File: config.mk
export PLATFORM = sky130hd
export DESIGN_NAME = stall_control_flat
export DESIGN_NICKNAME = d
export VERILOG_FILES = /design/src/rtl/stall_control_if.sv /design/src/rtl/stall_control.sv /design/src/flat_wrapper.sv
export SDC_FILE = /design/constraint.sdc
export NUM_CORES = 1
export LEC_CHECK = 0
export BUFFER_PORTS_ARGS = -buffer_cell sky130_fd_sc_hd__buf_2
export CAP_MARGIN = 5
export CORE_MARGIN = 8
export CORE_UTILIZATION = 46
export CTS_BUF_LIST = sky130_fd_sc_hd__clkbuf_8 sky130_fd_sc_hd__clkbuf_16
export DETAILED_ROUTE_END_ITERATION = 8
export GPL_TIMING_DRIVEN = 0
export PLACE_DENSITY = 0.72
export SLEW_MARGIN = 0
export SYNTH_ARGS = -nofsm -noshare
export SYNTH_HDL_FRONTEND = slang
export SYNTH_SLANG_ARGS = --single-unit
File: constraint.sdc
create_clock -name clk -period 5.45 [get_ports clk]
set_input_delay 0.2725 -clock clk [delete_from_list [all_inputs] [get_ports clk]]
set_output_delay 0.2725 -clock clk [all_outputs]
set_load 0.02 [all_outputs]
File: src/rtl/stall_control_if.sv
// Purpose : bundles hazard_detect's stall request with the per-stage pipeline controls it produces.
// Latency : n/a (signal bundle only).
// Backpress: n/a; MemBusy is carried here as the pipeline-wide freeze request.
// Ports   : NoOp/BranchTaken/MemBusy/CntClear driven by the master (hazard/memory side);
//           PCWrite, IFIDWrite, IFIDFlush, IDEXBubble, PipeFreeze, Stalling, StallCount,
//           StallCycles, FlushCount driven by the slave (stall_control).
interface stall_control_if #(
  parameter int CNT_W = 16
);
  logic [1:0]       NoOp;
  logic             BranchTaken;
  logic             MemBusy;
  logic             CntClear;
  logic             PCWrite;
  logic             IFIDWrite;
  logic             IFIDFlush;
  logic             IDEXBubble;
  logic             PipeFreeze;
  logic             Stalling;
  logic [1:0]       StallCount;
  logic [CNT_W-1:0] StallCycles;
  logic [CNT_W-1:0] FlushCount;

  modport master (
    output NoOp, BranchTaken, MemBusy, CntClear,
    input  PCWrite, IFIDWrite, IFIDFlush, IDEXBubble, PipeFreeze,
           Stalling, StallCount, StallCycles, FlushCount
  );

  modport slave (
    input  NoOp, BranchTaken, MemBusy, CntClear,
    output PCWrite, IFIDWrite, IFIDFlush, IDEXBubble, PipeFreeze,
           Stalling, StallCount, StallCycles, FlushCount
  );
endinterface

File: src/rtl/stall_control.sv
// Purpose : turns hazard_detect's NoOp bubble count into PC/IF-ID hold, ID/EX bubble and IF/ID flush.
// Latency : combinational; a NoOp request stalls in the same cycle, STALL state covers the rest.
// Backpress: MemBusy freezes everything (state, owed bubbles, statistics) until it drops.
// Ports   : clk, reset (sync, active-high); ctl (stall_control_if.slave) carries the
//           request inputs, the per-stage enables, stall status and the saturating
//           StallCycles/FlushCount statistics.
module stall_control #(
  parameter int CNT_W       = 16,
  parameter int MAX_BUBBLES = 3
) (
  input  logic            clk,
  input  logic            reset,
  stall_control_if.slave  ctl
);

  typedef enum logic [1:0] {
    RUN   = 2'b00,
    STALL = 2'b01
  } state_t;

  localparam logic [1:0] MAX_N = 2'(MAX_BUBBLES);

  state_t           state;
  state_t           nextState;
  logic [1:0]       remaining;
  logic [1:0]       remainingNext;
  logic [CNT_W-1:0] stallCycles;
  logic [CNT_W-1:0] flushCount;

  logic [1:0]       nReq;
  logic             isStall;
  logic             pcWrite;
  logic             ifidWrite;
  logic             ifidFlush;
  logic             idexBubble;
  logic             pipeFreeze;
  logic             stallInc;
  logic             flushInc;

  assign nReq    = (ctl.NoOp > MAX_N) ? MAX_N : ctl.NoOp;
  assign isStall = (state == STALL);

  always_comb begin
    nextState     = RUN;
    remainingNext = remaining;
    pcWrite       = 1'b1;
    ifidWrite     = 1'b1;
    ifidFlush     = 1'b0;
    idexBubble    = 1'b0;
    pipeFreeze    = 1'b0;
    stallInc      = 1'b0;
    flushInc      = 1'b0;

    if (ctl.MemBusy) begin
      // Full freeze: nothing advances, owed bubbles are kept for later.
      // An illegal state encoding still falls back to RUN here.
      pcWrite   = 1'b0;
      ifidWrite = 1'b0;
      pipeFreeze = 1'b1;
      nextState = isStall ? STALL : RUN;
    end else if (isStall) begin
      pcWrite    = 1'b0;
      ifidWrite  = 1'b0;
      idexBubble = 1'b1;
      stallInc   = 1'b1;
      if (remaining <= 2'd1) begin
        nextState     = RUN;
        remainingNext = 2'd0;
      end else begin
        nextState     = STALL;
        remainingNext = remaining - 2'd1;
      end
    end else if (nReq != 2'd0) begin
      // First bubble is issued this cycle; a taken branch is ignored because
      // its operands are the thing being waited for.
      pcWrite    = 1'b0;
      ifidWrite  = 1'b0;
      idexBubble = 1'b1;
      stallInc   = 1'b1;
      if (nReq == 2'd1) begin
        nextState     = RUN;
        remainingNext = 2'd0;
      end else begin
        nextState     = STALL;
        remainingNext = nReq - 2'd1;
      end
    end else begin
      ifidFlush     = ctl.BranchTaken;
      flushInc      = ctl.BranchTaken;
      nextState     = RUN;
      remainingNext = 2'd0;
    end

    // Reset drives the pipeline into a safe "hold and bubble" pattern.
    if (reset) begin
      pcWrite    = 1'b0;
      ifidWrite  = 1'b0;
      ifidFlush  = 1'b1;
      idexBubble = 1'b1;
      pipeFreeze = 1'b0;
      stallInc   = 1'b0;
      flushInc   = 1'b0;
    end
  end

  always_ff @(posedge clk) begin
    if (reset) begin
      state       <= RUN;
      remaining   <= 2'd0;
      stallCycles <= '0;
      flushCount  <= '0;
    end else begin
      state     <= nextState;
      remaining <= remainingNext;

      // Clear wins over the same cycle's increment; counters stick at all-ones.
      if (ctl.CntClear) begin
        stallCycles <= '0;
        flushCount  <= '0;
      end else begin
        if (stallInc && (stallCycles != '1)) begin
          stallCycles <= stallCycles + CNT_W'(1);
        end
        if (flushInc && (flushCount != '1)) begin
          flushCount <= flushCount + CNT_W'(1);
        end
      end
    end
  end

  assign ctl.PCWrite     = pcWrite;
  assign ctl.IFIDWrite   = ifidWrite;
  assign ctl.IFIDFlush   = ifidFlush;
  assign ctl.IDEXBubble  = idexBubble;
  assign ctl.PipeFreeze  = pipeFreeze;
  assign ctl.Stalling    = reset ? 1'b0 : isStall;
  assign ctl.StallCount  = reset ? 2'd0 : remainingNext;
  assign ctl.StallCycles = stallCycles;
  assign ctl.FlushCount  = flushCount;

endmodule

File: src/flat_wrapper.sv
// flat-port wrapper written by rule: the top's interface ports become plain ports
module stall_control_flat 
#(
  parameter int CNT_W       = 16,
  parameter int MAX_BUBBLES = 3
)
  (clk, reset, ctl_NoOp, ctl_BranchTaken, ctl_MemBusy, ctl_CntClear, ctl_PCWrite, ctl_IFIDWrite, ctl_IFIDFlush, ctl_IDEXBubble, ctl_PipeFreeze, ctl_Stalling, ctl_StallCount, ctl_StallCycles, ctl_FlushCount);
  stall_control_if #(.CNT_W(CNT_W)) ctl_i ();
  input  logic clk;
  input  logic reset;
  input wire logic [$bits(ctl_i.NoOp)-1:0] ctl_NoOp;
  input wire logic [$bits(ctl_i.BranchTaken)-1:0] ctl_BranchTaken;
  input wire logic [$bits(ctl_i.MemBusy)-1:0] ctl_MemBusy;
  input wire logic [$bits(ctl_i.CntClear)-1:0] ctl_CntClear;
  output wire logic [$bits(ctl_i.PCWrite)-1:0] ctl_PCWrite;
  output wire logic [$bits(ctl_i.IFIDWrite)-1:0] ctl_IFIDWrite;
  output wire logic [$bits(ctl_i.IFIDFlush)-1:0] ctl_IFIDFlush;
  output wire logic [$bits(ctl_i.IDEXBubble)-1:0] ctl_IDEXBubble;
  output wire logic [$bits(ctl_i.PipeFreeze)-1:0] ctl_PipeFreeze;
  output wire logic [$bits(ctl_i.Stalling)-1:0] ctl_Stalling;
  output wire logic [$bits(ctl_i.StallCount)-1:0] ctl_StallCount;
  output wire logic [$bits(ctl_i.StallCycles)-1:0] ctl_StallCycles;
  output wire logic [$bits(ctl_i.FlushCount)-1:0] ctl_FlushCount;
  assign ctl_i.NoOp = ctl_NoOp;
  assign ctl_i.BranchTaken = ctl_BranchTaken;
  assign ctl_i.MemBusy = ctl_MemBusy;
  assign ctl_i.CntClear = ctl_CntClear;
  assign ctl_PCWrite = ctl_i.PCWrite;
  assign ctl_IFIDWrite = ctl_i.IFIDWrite;
  assign ctl_IFIDFlush = ctl_i.IFIDFlush;
  assign ctl_IDEXBubble = ctl_i.IDEXBubble;
  assign ctl_PipeFreeze = ctl_i.PipeFreeze;
  assign ctl_Stalling = ctl_i.Stalling;
  assign ctl_StallCount = ctl_i.StallCount;
  assign ctl_StallCycles = ctl_i.StallCycles;
  assign ctl_FlushCount = ctl_i.FlushCount;
  stall_control #(.CNT_W(CNT_W), .MAX_BUBBLES(MAX_BUBBLES)) u_core (.clk(clk), .reset(reset), .ctl(ctl_i));
endmodule
**After elaboration in Yosys (flattened, before gate mapping)**

Cells that the tools add are included.

- Input port bits: 7
- Register bits after elaboration: 36
- Logic and storage cells: 48

- Reduce and logical (&&, ||, !) cells: 4
- Magnitude comparators: 2
- Multiplexer cells: 30
- Eq/ne operators: 4
- $add $sub $neg: 4

Operator list:

| cell | count |
|---|---|
| $add 16x1->16 const B | 2 |
| $ne 16x16->1 const B | 2 |
| $mux 1 | 21 |
| $mux 2 | 9 |
| $eq 2x1->1 const B | 2 |
| $sub 2x1->2 const B | 2 |
| $gt 2x2->1 const B | 1 |
| $le 2x1->1 const B | 1 |
| $logic_and 1x1->1 | 2 |
| $reduce_bool 2->1 | 1 |
| $reduce_or 2->1 | 1 |

**Longest topological paths before layout**

Gate-level depths: netlist of the first run.

- Depth in word-level cells: 8
- Mapped depth: 7

**Worst setup path before layout of the first run**

Ideal clock, no wire load.

- Path kind: flip-flop to flip-flop
- Start point: reg u_core.flushCount[0], in the netlist u_core.ctl.FlushCount[0]
- End point: reg u_core.flushCount[3], in the netlist u_core.ctl.FlushCount[3]
- Library setup time: 0.070 ns
- Data arrival time: 1.739 ns
- Path slack: 3.641 ns
- Stages on the path, launching flop included: 7
- Period minus slack after synthesis: 1.809 ns
- Required time: 5.380 ns
- Cell sequence: dfxtp_1 > ha_1 > and4_1 > nor4b_1 > buf_2 > or4_1 > a21oi_1

- Word-level cells in the longest chain between the ends: 2

Ends and longest elaborated chain:

| what | RTL line | source |
|---|---|---|
| start, declared | stall_control.sv:28 | `logic [CNT_W-1:0] flushCount;` |
| start signal, assigned | stall_control.sv:125 | `flushCount <= flushCount + CNT_W'(1);` |
| parallel branches: the longest is 2 deep, another holds $add 16x1->16 | - |  |

Several ways; the timed one is not identified.
A chain may end at the register's enable or synchronous reset.

**Worst setup path in the final report of the first run**

- Start point: reg u_core.flushCount[0], in the netlist u_core.ctl.FlushCount[0]
- End point: reg u_core.flushCount[10], in the netlist u_core.ctl.FlushCount[10]

The elaborated chain is that of the path after synthesis.

==> metrics.cfg, run 1 <==
[run_status]
status=complete, no violations

[yosys]
netlist_area_sq_mm=0.002004
synth-edff-count=0
yosysWarnings=0
synth.avg_cell_area_sq_um=8.457
ys_seq_area_frac=0.3496
synth_ff_type=dfxtp_1
ys_types=38
synthesis.instances=237
ys_async_sr_fraction=0
yosys_register_bits=35
synth.net_count=246

[timing]
hold_slack_ns=0.3124
max_freq_mhz=530.7
slew_violations=0
tightest_slew_ns=0.7518
maxSlewHeadroom=0.4924
rsz0062_at_grt=no
finalSetupViolCount=0
skew_ns=0.007552
post-route-min-period_ns=1.884
period_share=0.3457
fin_setup_tns_ns=0
hold_viol_final=0

[grt]
first_global_vias=1835
grt_pass1_wl_microns=8383
antenna_found_initial=0
overflow=0
grtUsageTotal=0.1533
grt_max_degree=12

[placed_design]
io_buffer_count=46
routabilityCongestion=0.8342
dp.final_hpwl_microns=3763

[floorplanning]
die_x_microns=82.01
core_area_sq_mm=0.004264
ios=47
fp-row-count=24
die_h_microns=82.01
dieArea_sq_mm=0.006726
start_util=0.4701

[clock_tree]
cts_hold_buf=0
clock_path_buffers=2
cts.sinks=35
cts_tree=built
cts_resized=0
postCtsSetupBuffers=0
clk_latency_ns=0.29
clk_pin_slew_ns=0.08
cts_max_level=2
numCtsBuffers=5
cts_root_buf=clkbuf_8

[final_layout]
diodes=0
drive_gt1_frac=0.2440
fillers=411
final_util=0.5593
area_growth_pct=18.98
nNetsFinal=299

[worst_setup_path]
cp.arrival_ns=2.11
end_kind=flip-flop
slowest_delay_ns=0.49
cpLargestDelayFamily=simple AND/OR/NAND/NOR gates
startpoint=u_core.ctl.FlushCount[0]
cp_slowest_cell=or4_1
r2r-start=u_core.ctl.FlushCount[0]
path_buf_inv=1
cp-start-kind=flip-flop
cp_cell_sequence=ha_1 -> and4_1 -> nor4b_1 -> buf_2 -> or4_1 -> a21oi_1
required_ns=5.68
crit_fanout=10
path_class=flip-flop to flip-flop

[flow_run]
max_cap_violations=0

[detailed_routing]
viasPerCell=5.872
route.detailed.drc=0
detail_route.iter0.violations=96
drt-total-wl_microns=5097
wire_per_inst_microns=14.86
drt_pass1_iterations=4
antenna_left=0
vias=2014

[pwr]
p_per_area_mw_per_mm2=201.4
swShare=0.2571
irDropWorstVdd_mv=0.1689
clkPwrFrac=0.390
comb_power_share=0.073
seq_power_share=0.537
p_int_mw=0.3567
power.switching_mw=0.1235
leakage_nw=0.8351

[hold_path]
min_path_type=primary input to flip-flop
min_from=ctl_MemBusy

[area by class of cell]
cell class                      count  area, sq um  area share
Buffer                             14        83.83     0.03515
Clock buffer                        5        68.82     0.02886
Clock inverter                      3        16.27    0.006821
Inverter                            6        22.52    0.009444
Multi-Input combinational cell    182         1197      0.5021
Sequential cell                    35        700.7      0.2938
Tap cell                           52        65.06     0.02728
Timing Repair Buffer               46        230.2     0.09654
[sequential cells by signal, summed over array words and instances, names as in the netlist]
name,count
u_core.ctl.FlushCount,16
u_core.ctl.StallCycles,16
u_core.remaining,2
u_core.state,1
[cell usage in the layout (no fill, tap or decap), types with 4 or more instances in the layout]
cell,Yosys,routed
buf_2,4,50
dfxtp_1,35,35
nand2_1,29,29
a21oi_1,20,20
or3_1,15,15
o31ai_1,15,15
nand4_1,13,13
or4_1,13,13
mux2i_1,10,10
nand3_1,8,8
inv_1,6,7
nor2_1,7,7
clkbuf_1,6,6
nor4_2,6,6
o21a_1,5,5
and2_1,5,5
nor4_1,5,5
clkbuf_8,0,5
and4_1,4,4
o21ai_0,4,4
[final timing paths]
| check | slack, ns | end | depth (start not counted) |
|---|---|---|---|
| worst max-delay path | 3.57 | u_core.ctl.FlushCount[10] | 6 |
| worst min-delay path | 0.31 | u_core.remaining[0] | 3 |
| worst max register to register | 3.57 | u_core.ctl.FlushCount[10] | 6 |
| worst min register to register | 0.50 | u_core.remaining[0] | 2 |
[metrics by stage]
stage	instance area (sq um)	setup slack [ns]	power, mW	std cells
final	2385	3.566	0.4802	343
after global routing	2385	3.404	0.4968	343
after CTS	2385	3.579	0.4839	343
after detailed placement	2300	3.546	0.2991	335
after global placement	2300	3.545	0.2989	335
after floorplan	2004	3.641	0.2869	237
[layer usage]
layer  GRT usage  vias to the layer above  wire length, microns
met4     0.04211                        0                    66
li1            -                     1017                     -
met2      0.2605                       45                  2442
met1      0.1871                      944                  2312
met3     0.03829                        8                   276
met5           0                        -                     0
[worst min-delay path, delay by kind of cell]
kind,cells,cell delay (ns)
compound gates,1,0.07
buf+inv,1,0.14
simple gates,1,0.06
[synth_stat cells, types with 2 or more instances]
cell type | n | area [sq um]
nand4_1 | 13 | 81.33
ha_1 | 2 | 25.02
mux2i_1 | 10 | 100.1
nor4_2 | 6 | 75.07
buf_2 | 4 | 20.02
o21a_1 | 5 | 37.54
or4_1 | 13 | 97.59
nor4_1 | 5 | 31.28
o31ai_1 | 15 | 112.6
nand2_1 | 29 | 108.9
nor2b_1 | 3 | 18.77
nor2_1 | 7 | 26.28
dfxtp_1 | 35 | 700.7
inv_1 | 6 | 22.52
a21oi_1 | 20 | 100.1
nand3_1 | 8 | 40.04
o21ai_0 | 4 | 20.02
nor3b_1 | 3 | 22.52
or3_1 | 15 | 93.84
buf_6 | 3 | 33.78
clkbuf_1 | 6 | 22.52
and4_1 | 4 | 35.03
and2_1 | 5 | 31.28
a21o_1 | 2 | 15.01
[power groups by stage]
stage	Clock (mW)	Sequential, mW	Combinational (mW)
after floorplan	0	0.264	0.0227
after global placement	0	0.264	0.0349
after detailed placement	0	0.264	0.0351
after CTS	0.191	0.258	0.0352
after global routing	0.200	0.258	0.0390
final	0.187	0.258	0.0349
[kinds of logic after synthesis]
group                      count (synthesis)  share of synthesized area
AOI/OAI and AO/OA                         53                     0.1729
and+or+nand+nor                          117                     0.3620
adders and majority gates                  2                    0.01248
DFF                                       35                     0.3496
muxes                                     10                    0.04994
buffers and inverters                     20                    0.05306
(Power assumes the default switching activity.)
==> inputs of run 2 (changes only) <==
--- a/config.mk
+++ b/config.mk
@@ -5,6 +5,7 @@
 export SDC_FILE = /design/constraint.sdc
 export NUM_CORES = 1
 export LEC_CHECK = 0
+export ABC_AREA = 1
 export BUFFER_PORTS_ARGS = -buffer_cell sky130_fd_sc_hd__buf_2
 export CAP_MARGIN = 5
 export CORE_MARGIN = 8
@@ -12,7 +13,7 @@
 export CTS_BUF_LIST = sky130_fd_sc_hd__clkbuf_8 sky130_fd_sc_hd__clkbuf_16
 export DETAILED_ROUTE_END_ITERATION = 8
 export GPL_TIMING_DRIVEN = 0
-export PLACE_DENSITY = 0.72
+export PLACE_DENSITY = 0.74
 export SLEW_MARGIN = 0
 export SYNTH_ARGS = -nofsm -noshare
 export SYNTH_HDL_FRONTEND = slang
==> constraint.sdc (replaced) <==
create_clock -name clk -period 1.7 [get_ports clk]
set_input_delay 0.085 -clock clk [delete_from_list [all_inputs] [get_ports clk]]
set_output_delay 0.085 -clock clk [all_outputs]
set_load 0.02 [all_outputs]
==> run 2 against run 1 <==
  * Sequential power rose to 3.2 times the previous value
  * Register-to-register slack worse by 3.4 ns
  * Sequential share of layout area down 1.5 points
  * Clock power rose to 4.8 times the previous value
  * Die area up 2.0%
  * Count of clock-buffer cells in the layout unchanged
  * Final cell count up 23%
  * Worst hold slack worse by 0.25 ns
  * Critical path depth up 4
  * Critical endpoint is now u_core.ctl.StallCycles[6]
  * Largest cell class unchanged
==> metrics.cfg, run 2 <==
[final_layout]
mostFrequentLayoutCells=80 x nand2_1, 66 x nor2_1, 47 x buf_2
nNetsFinal=377
final_common_cell=nand2_1
area_growth_pct=22.91
drive_gt1_frac=0.2520
diodes=0

[clock_tree]
cts_hold_buf=0
clk_latency_ns=0.30
cts_max_level=2
numCtsBuffers=5
cts_root_buf=clkbuf_8
cts_tree=built
clock_path_buffers=2
cts.sinks=35
clk_pin_slew_ns=0.08

[grt]
grt_max_degree=12
first_global_vias=2016
use_met1=0.1719
grt_use_met2=0.2504
gr-usage-met3=0.03809
overflow=0
top_usage_layer=met2
grtUsageTotal=0.1469
grt_pass1_wl_microns=8783
antenna_found_initial=0

[timing]
maxSlewHeadroom=0.6491
skew_ns=0.01082
fin_setup_tns_ns=0
max_freq_mhz=647.1
period_share=0.9090
rsz0062_at_grt=no
slew_violations=0
tightest_slew_ns=0.5264
finalSetupViolCount=0
post-route-min-period_ns=1.545
hold_viol_final=0
hold_slack_ns=0.06144

[yosys]
synth_ff_type=dfxtp_1
ys_top_cells_by_area=dfxtp_1 34%, nand2_1 15%, nor2_1 12%
ys_async_sr_fraction=0
synth-edff-count=0
yosysWarnings=0
synth_top_cell_by_area=dfxtp_1
synthesis.instances=311
synth.avg_cell_area_sq_um=6.602
ys_seq_area_frac=0.3413
ys_types=31
synth_top_cells_by_count=80 x nand2_1, 66 x nor2_1, 35 x dfxtp_1
yosys_register_bits=35
synth_top_cell_area_share=0.3413
synth.net_count=320
netlist_area_sq_mm=0.002053
synth.most_common_cell=nand2_1

[detailed_routing]
antenna_left=0
drt_pass1_iterations=4
viasPerCell=5.007
wire_per_inst_microns=12.31
route.detailed.drc=0
detail_route.iter0.violations=113
vias=2108
drt-total-wl_microns=5183

[worst_setup_path]
cp_slowest_cell=dfxtp_1
slowest_delay_ns=0.38
required_ns=1.86
cp-start-kind=flip-flop
cpLargestDelayFamily=simple AND/OR/NAND/NOR gates
path_class=flip-flop to flip-flop
cp_cell_sequence=ha_2 -> nand3_2 -> inv_2 -> nand2_1 -> inv_2 -> nand2_2 -> nand2_4 -> inv_2 -> nand2_1 -> a21oi_1
cp.arrival_ns=1.71
path_buf_inv=3
crit_path_frequent_cell=inv_2
crit_fanout=8
end_kind=flip-flop

[placed_design]
dp.final_hpwl_microns=3779
routabilityCongestion=0.8810
io_buffer_count=46

[pwr]
leakage_nw=1.099
irDropWorstVdd_mv=0.7111
p_per_area_mw_per_mm2=732.0

[floorplanning]
dieArea_sq_mm=0.006858
ios=47
die_h_microns=82.81
core_area_sq_mm=0.004324
start_util=0.4748
fp-row-count=24
die_x_microns=82.81

[run_status]
status=complete, no violations

[flow_run]
max_cap_violations=0

[hold_path]
min_path_type=primary input to flip-flop

-- run 2: changes by cell type in the layout (fill, tap and decap cells not counted), moves of 8 or more --
cell and delta:
nand2_1 +51, mux2i_1 -10, inv_1 +9, xor2_1 +8, nand3_1 +10, or3_1 -15, o31ai_1 -15, nor2_1 +59
or4_1 -13
-- run 2: cell type report --
type | count | area (sq um)
tap | 52 | 65.06
fill | 435 | 1800
buffer | 7 | 53.80
timing repair buffer | 50 | 260.3
clock inverter | 3 | 63.81
clock buffer | 5 | 68.82
sequential | 35 | 703.2
inverter | 23 | 86.33
multi-input combinational | 246 | 1222
-- run 2: final timing paths --
kind | start | to | slack [ns] | depth (start not counted)
max | u_core.ctl.StallCycles[0] | u_core.ctl.StallCycles[6] | 0.15 | 10
min | ctl_MemBusy | u_core.state[0] | 0.06 | 3
max reg2reg | u_core.ctl.StallCycles[0] | u_core.ctl.StallCycles[6] | 0.15 | 10
min reg2reg | u_core.ctl.FlushCount[14] | u_core.ctl.FlushCount[14] | 0.53 | 2
-- run 2: tightest hold or removal path, cell delays in order --
cell	delay, ns
buf_2	0.11
o21ai_0	0.08
nand2_1	0.05
-- run 2: per-stage QoR --
stage                     area, sq um  power, mW  utilization  worst slack, ns  instances
final                            2524      1.847       0.5836           0.1546        421
after global routing             2524      1.918       0.5836         0.007898        421
after CTS                        2481      1.867       0.5738          0.09156        417
after detailed placement         2349     0.9706       0.5431          0.08198        409
after global placement           2349     0.9689       0.5431           0.1263        409
after floorplan                  2053     0.9291            -           0.1060        311
-- run 2: repair_timing --
action	CTS	global route
resized for setup	0	6
setup endpoints to repair	0	14
setup buffers	0	3
-- run 2: routing by layer --
layer,up-vias,wire length [microns]
met5,-,0
met1,936,2403
met3,5,270
li1,1113,-
met4,0,48
met2,54,2461
-- run 2: power by group --
group / internal, mW / switching [mW]
logic: 0.0369 / 0.0809
registers: 0.827 / 0.00749
clock network: 0.580 / 0.315
-- run 2: logic make-up after synthesis --
family | Yosys count | synth area share
buffers and inverters | 30 | 0.06824
adders and majority gates | 2 | 0.01219
and+or+nand+nor | 191 | 0.4119
xor gates and xnor gates | 14 | 0.05972
AOI/OAI and AO/OA | 39 | 0.1066
DFF | 35 | 0.3413
==> inputs of run 3 (changes only) <==
--- a/config.mk
+++ b/config.mk
@@ -5,7 +5,6 @@
 export SDC_FILE = /design/constraint.sdc
 export NUM_CORES = 1
 export LEC_CHECK = 0
-export ABC_AREA = 1
 export BUFFER_PORTS_ARGS = -buffer_cell sky130_fd_sc_hd__buf_2
 export CAP_MARGIN = 5
 export CORE_MARGIN = 8
@@ -13,7 +12,8 @@
 export CTS_BUF_LIST = sky130_fd_sc_hd__clkbuf_8 sky130_fd_sc_hd__clkbuf_16
 export DETAILED_ROUTE_END_ITERATION = 8
 export GPL_TIMING_DRIVEN = 0
-export PLACE_DENSITY = 0.74
+export PLACE_DENSITY = 0.75
+export RECOVER_POWER = 25
 export SLEW_MARGIN = 0
 export SYNTH_ARGS = -nofsm -noshare
 export SYNTH_HDL_FRONTEND = slang
==> run 3 against run 2 <==
  * Register-to-register slack got worse by 0.17 ns
  * Clock power fell by 36%
  * Critical path type unchanged
  * Worst hold slack improved by 0.056 ns
  * Total power down 18%
  * Final area grew 8.3%
  * Via count decreased by 0.28%
  * Critical path depth shrank 6
  * Maximum frequency is 10% lower
  * Die area shrank 1.9%
  * The flow now finishes with violations (negative setup slack)
  * Largest power group is now sequential cells
==> metrics.cfg, run 3 (same netlist as run 1, synthesis figures left out) <==
[detailed_routing]
viasPerCell=5.972
drt-total-wl_microns=5857
drt_pass1_iterations=4
antenna_left=0
route.detailed.drc=0
detail_route.iter0.violations=100
vias=2102
wire_per_inst_microns=16.64

[pwr]
p_int_mw=1.140
clkPwrFrac=0.379
leakage_nw=0.9406
comb_power_share=0.080
irDropWorstVdd_mv=0.3572
p_per_area_mw_per_mm2=557.7
power.switching_mw=0.3841
finalPower_mw=1.524
swShare=0.2520
seq_power_share=0.541

[hold_path]
min_path_type=primary input to flip-flop
min_from=ctl_MemBusy

[flow_run]
max_cap_violations=0

[worst_setup_path]
path_class=flip-flop to flip-flop
worst-r2r-setup-slack_ns=-0.02
required_ns=1.91
cp_cell_sequence=nand2_1 -> or3_4 -> or4_4 -> a21oi_2
cp.arrival_ns=1.93
cp_slowest_cell=or4_4
end_kind=flip-flop
startpoint=u_core.ctl.FlushCount[6]
r2r-start=u_core.ctl.FlushCount[6]
cp-start-kind=flip-flop
slowest_delay_ns=0.51
crit_fanout=6

[run_status]
violations=negative setup slack
status=finished with violations

[clock_tree]
numCtsBuffers=5
cts_max_level=2
clock_path_buffers=2
cts_tree=built
clk_pin_slew_ns=0.07
cts_hold_buf=0
cts.sinks=35
clk_latency_ns=0.29
cts_root_buf=clkbuf_8

[final_layout]
multi_input_area_sq_mm=0.001400
final_util=0.6408
final_common_cell=buf_2
nNetsFinal=308
area_growth_pct=36.33
mostFrequentLayoutCells=31 x buf_2, 29 x nand2_1, 20 x clkbuf_1
regArea_sq_um=735.7
drive_gt1_frac=0.3633
fillers=382
diodes=0

[timing]
skew_ns=0.004498
rsz0062_at_grt=yes
maxSlewHeadroom=0.6144
finalSetupViolCount=1
fin_setup_tns_ns=-0.01705
period_share=1.010
post-route-min-period_ns=1.717
max_freq_mhz=582.4
tightest_slew_ns=0.5784
hold_viol_final=0
hold_slack_ns=0.1174
fin_ws_ns=-0.01705
slew_violations=0

[floorplanning]
dieArea_sq_mm=0.006726
ios=47
fp-row-count=24
core_area_sq_mm=0.004264
die_x_microns=82.01
die_h_microns=82.01
start_util=0.4701

[grt]
grtUsageTotal=0.1625
antenna_found_initial=0
grt_max_degree=11
grt_pass1_wl_microns=8783
first_global_vias=1817
overflow=0

[placed_design]
io_buffer_count=46
dp.final_hpwl_microns=3734
dp_slack_ns=-0.07034
routabilityCongestion=0.8774

## run 3: cell types whose count changed in the layout (fill, tap and decap cells not counted), sizes merged, moves of 13 or more
| cell | previous run | this run |
|---|---|---|
| nand3 | 21 | 8 |
| or4 | 0 | 13 |
| inv | 23 | 8 |
| or3 | 0 | 15 |
| nor2 | 75 | 7 |
| nand2 | 84 | 30 |
| clkbuf | 6 | 27 |
| o31ai | 0 | 15 |
## run 3: routing by layer
| metal | vias up | GRT usage | wire length (microns) |
|---|---|---|---|
| met4 | 0 | 0.05263 | 31 |
| met1 | 1000 | 0.2028 | 2556 |
| met2 | 57 | 0.2612 | 2909 |
| met5 | - | 0 | 0 |
| li1 | 1041 | - | - |
| met3 | 4 | 0.04814 | 358 |
## run 3: critical path: cells and delay by family (launching register included)
| family | cells | cell delay, ns |
|---|---|---|
| compound gates | 1 | 0.14 |
| flops | 1 | 0.43 |
| simple gates | 3 | 1.06 |
## run 3: power by group through the flow
stage	clock [mW]	combinational, mW	sequential (mW)
finish	0.577	0.122	0.825
global route	0.631	0.134	0.825
CTS	0.598	0.114	0.826
detailed placement	0	0.113	0.845
global placement	0	0.111	0.845
floorplan	0	0.0727	0.846
## run 3: timing repair
item / CTS / global route
hold endpoints to repair: 0 / 0
setup buffers: 1 / 7
resized for setup: 9 / 61
endpoints found under the setup margin: 25 / 31
pin swaps: 7 / 21
gates cloned: 1 / 2
## run 3: layout make-up
class / instances / share of cell area
repair buffers: 57 / 0.1204
multi-input cells: 182 / 0.5124
plain buffers: 12 / 0.03617
flip-flops and latches: 35 / 0.2692
clock inverters: 3 / 0.004579
clock buffers: 5 / 0.02518
inverters: 6 / 0.008242
well taps: 52 / 0.02381
## run 3: worst paths after layout
path                           endpoint  depth (start not counted)
max            u_core.ctl.FlushCount[7]                          4
min                 u_core.remaining[0]                          3
max reg2reg    u_core.ctl.FlushCount[7]                          4
min reg2reg  u_core.ctl.StallCycles[15]                          2
## run 3: through the flow
step | std cells | instance area (sq um)
3_5_place_dp | 335 | 2317
6_report | 352 | 2733
5_1_grt | 352 | 2733
4_1_cts | 345 | 2461
2_1_floorplan | 237 | 2022
3_3_place_gp | 335 | 2317
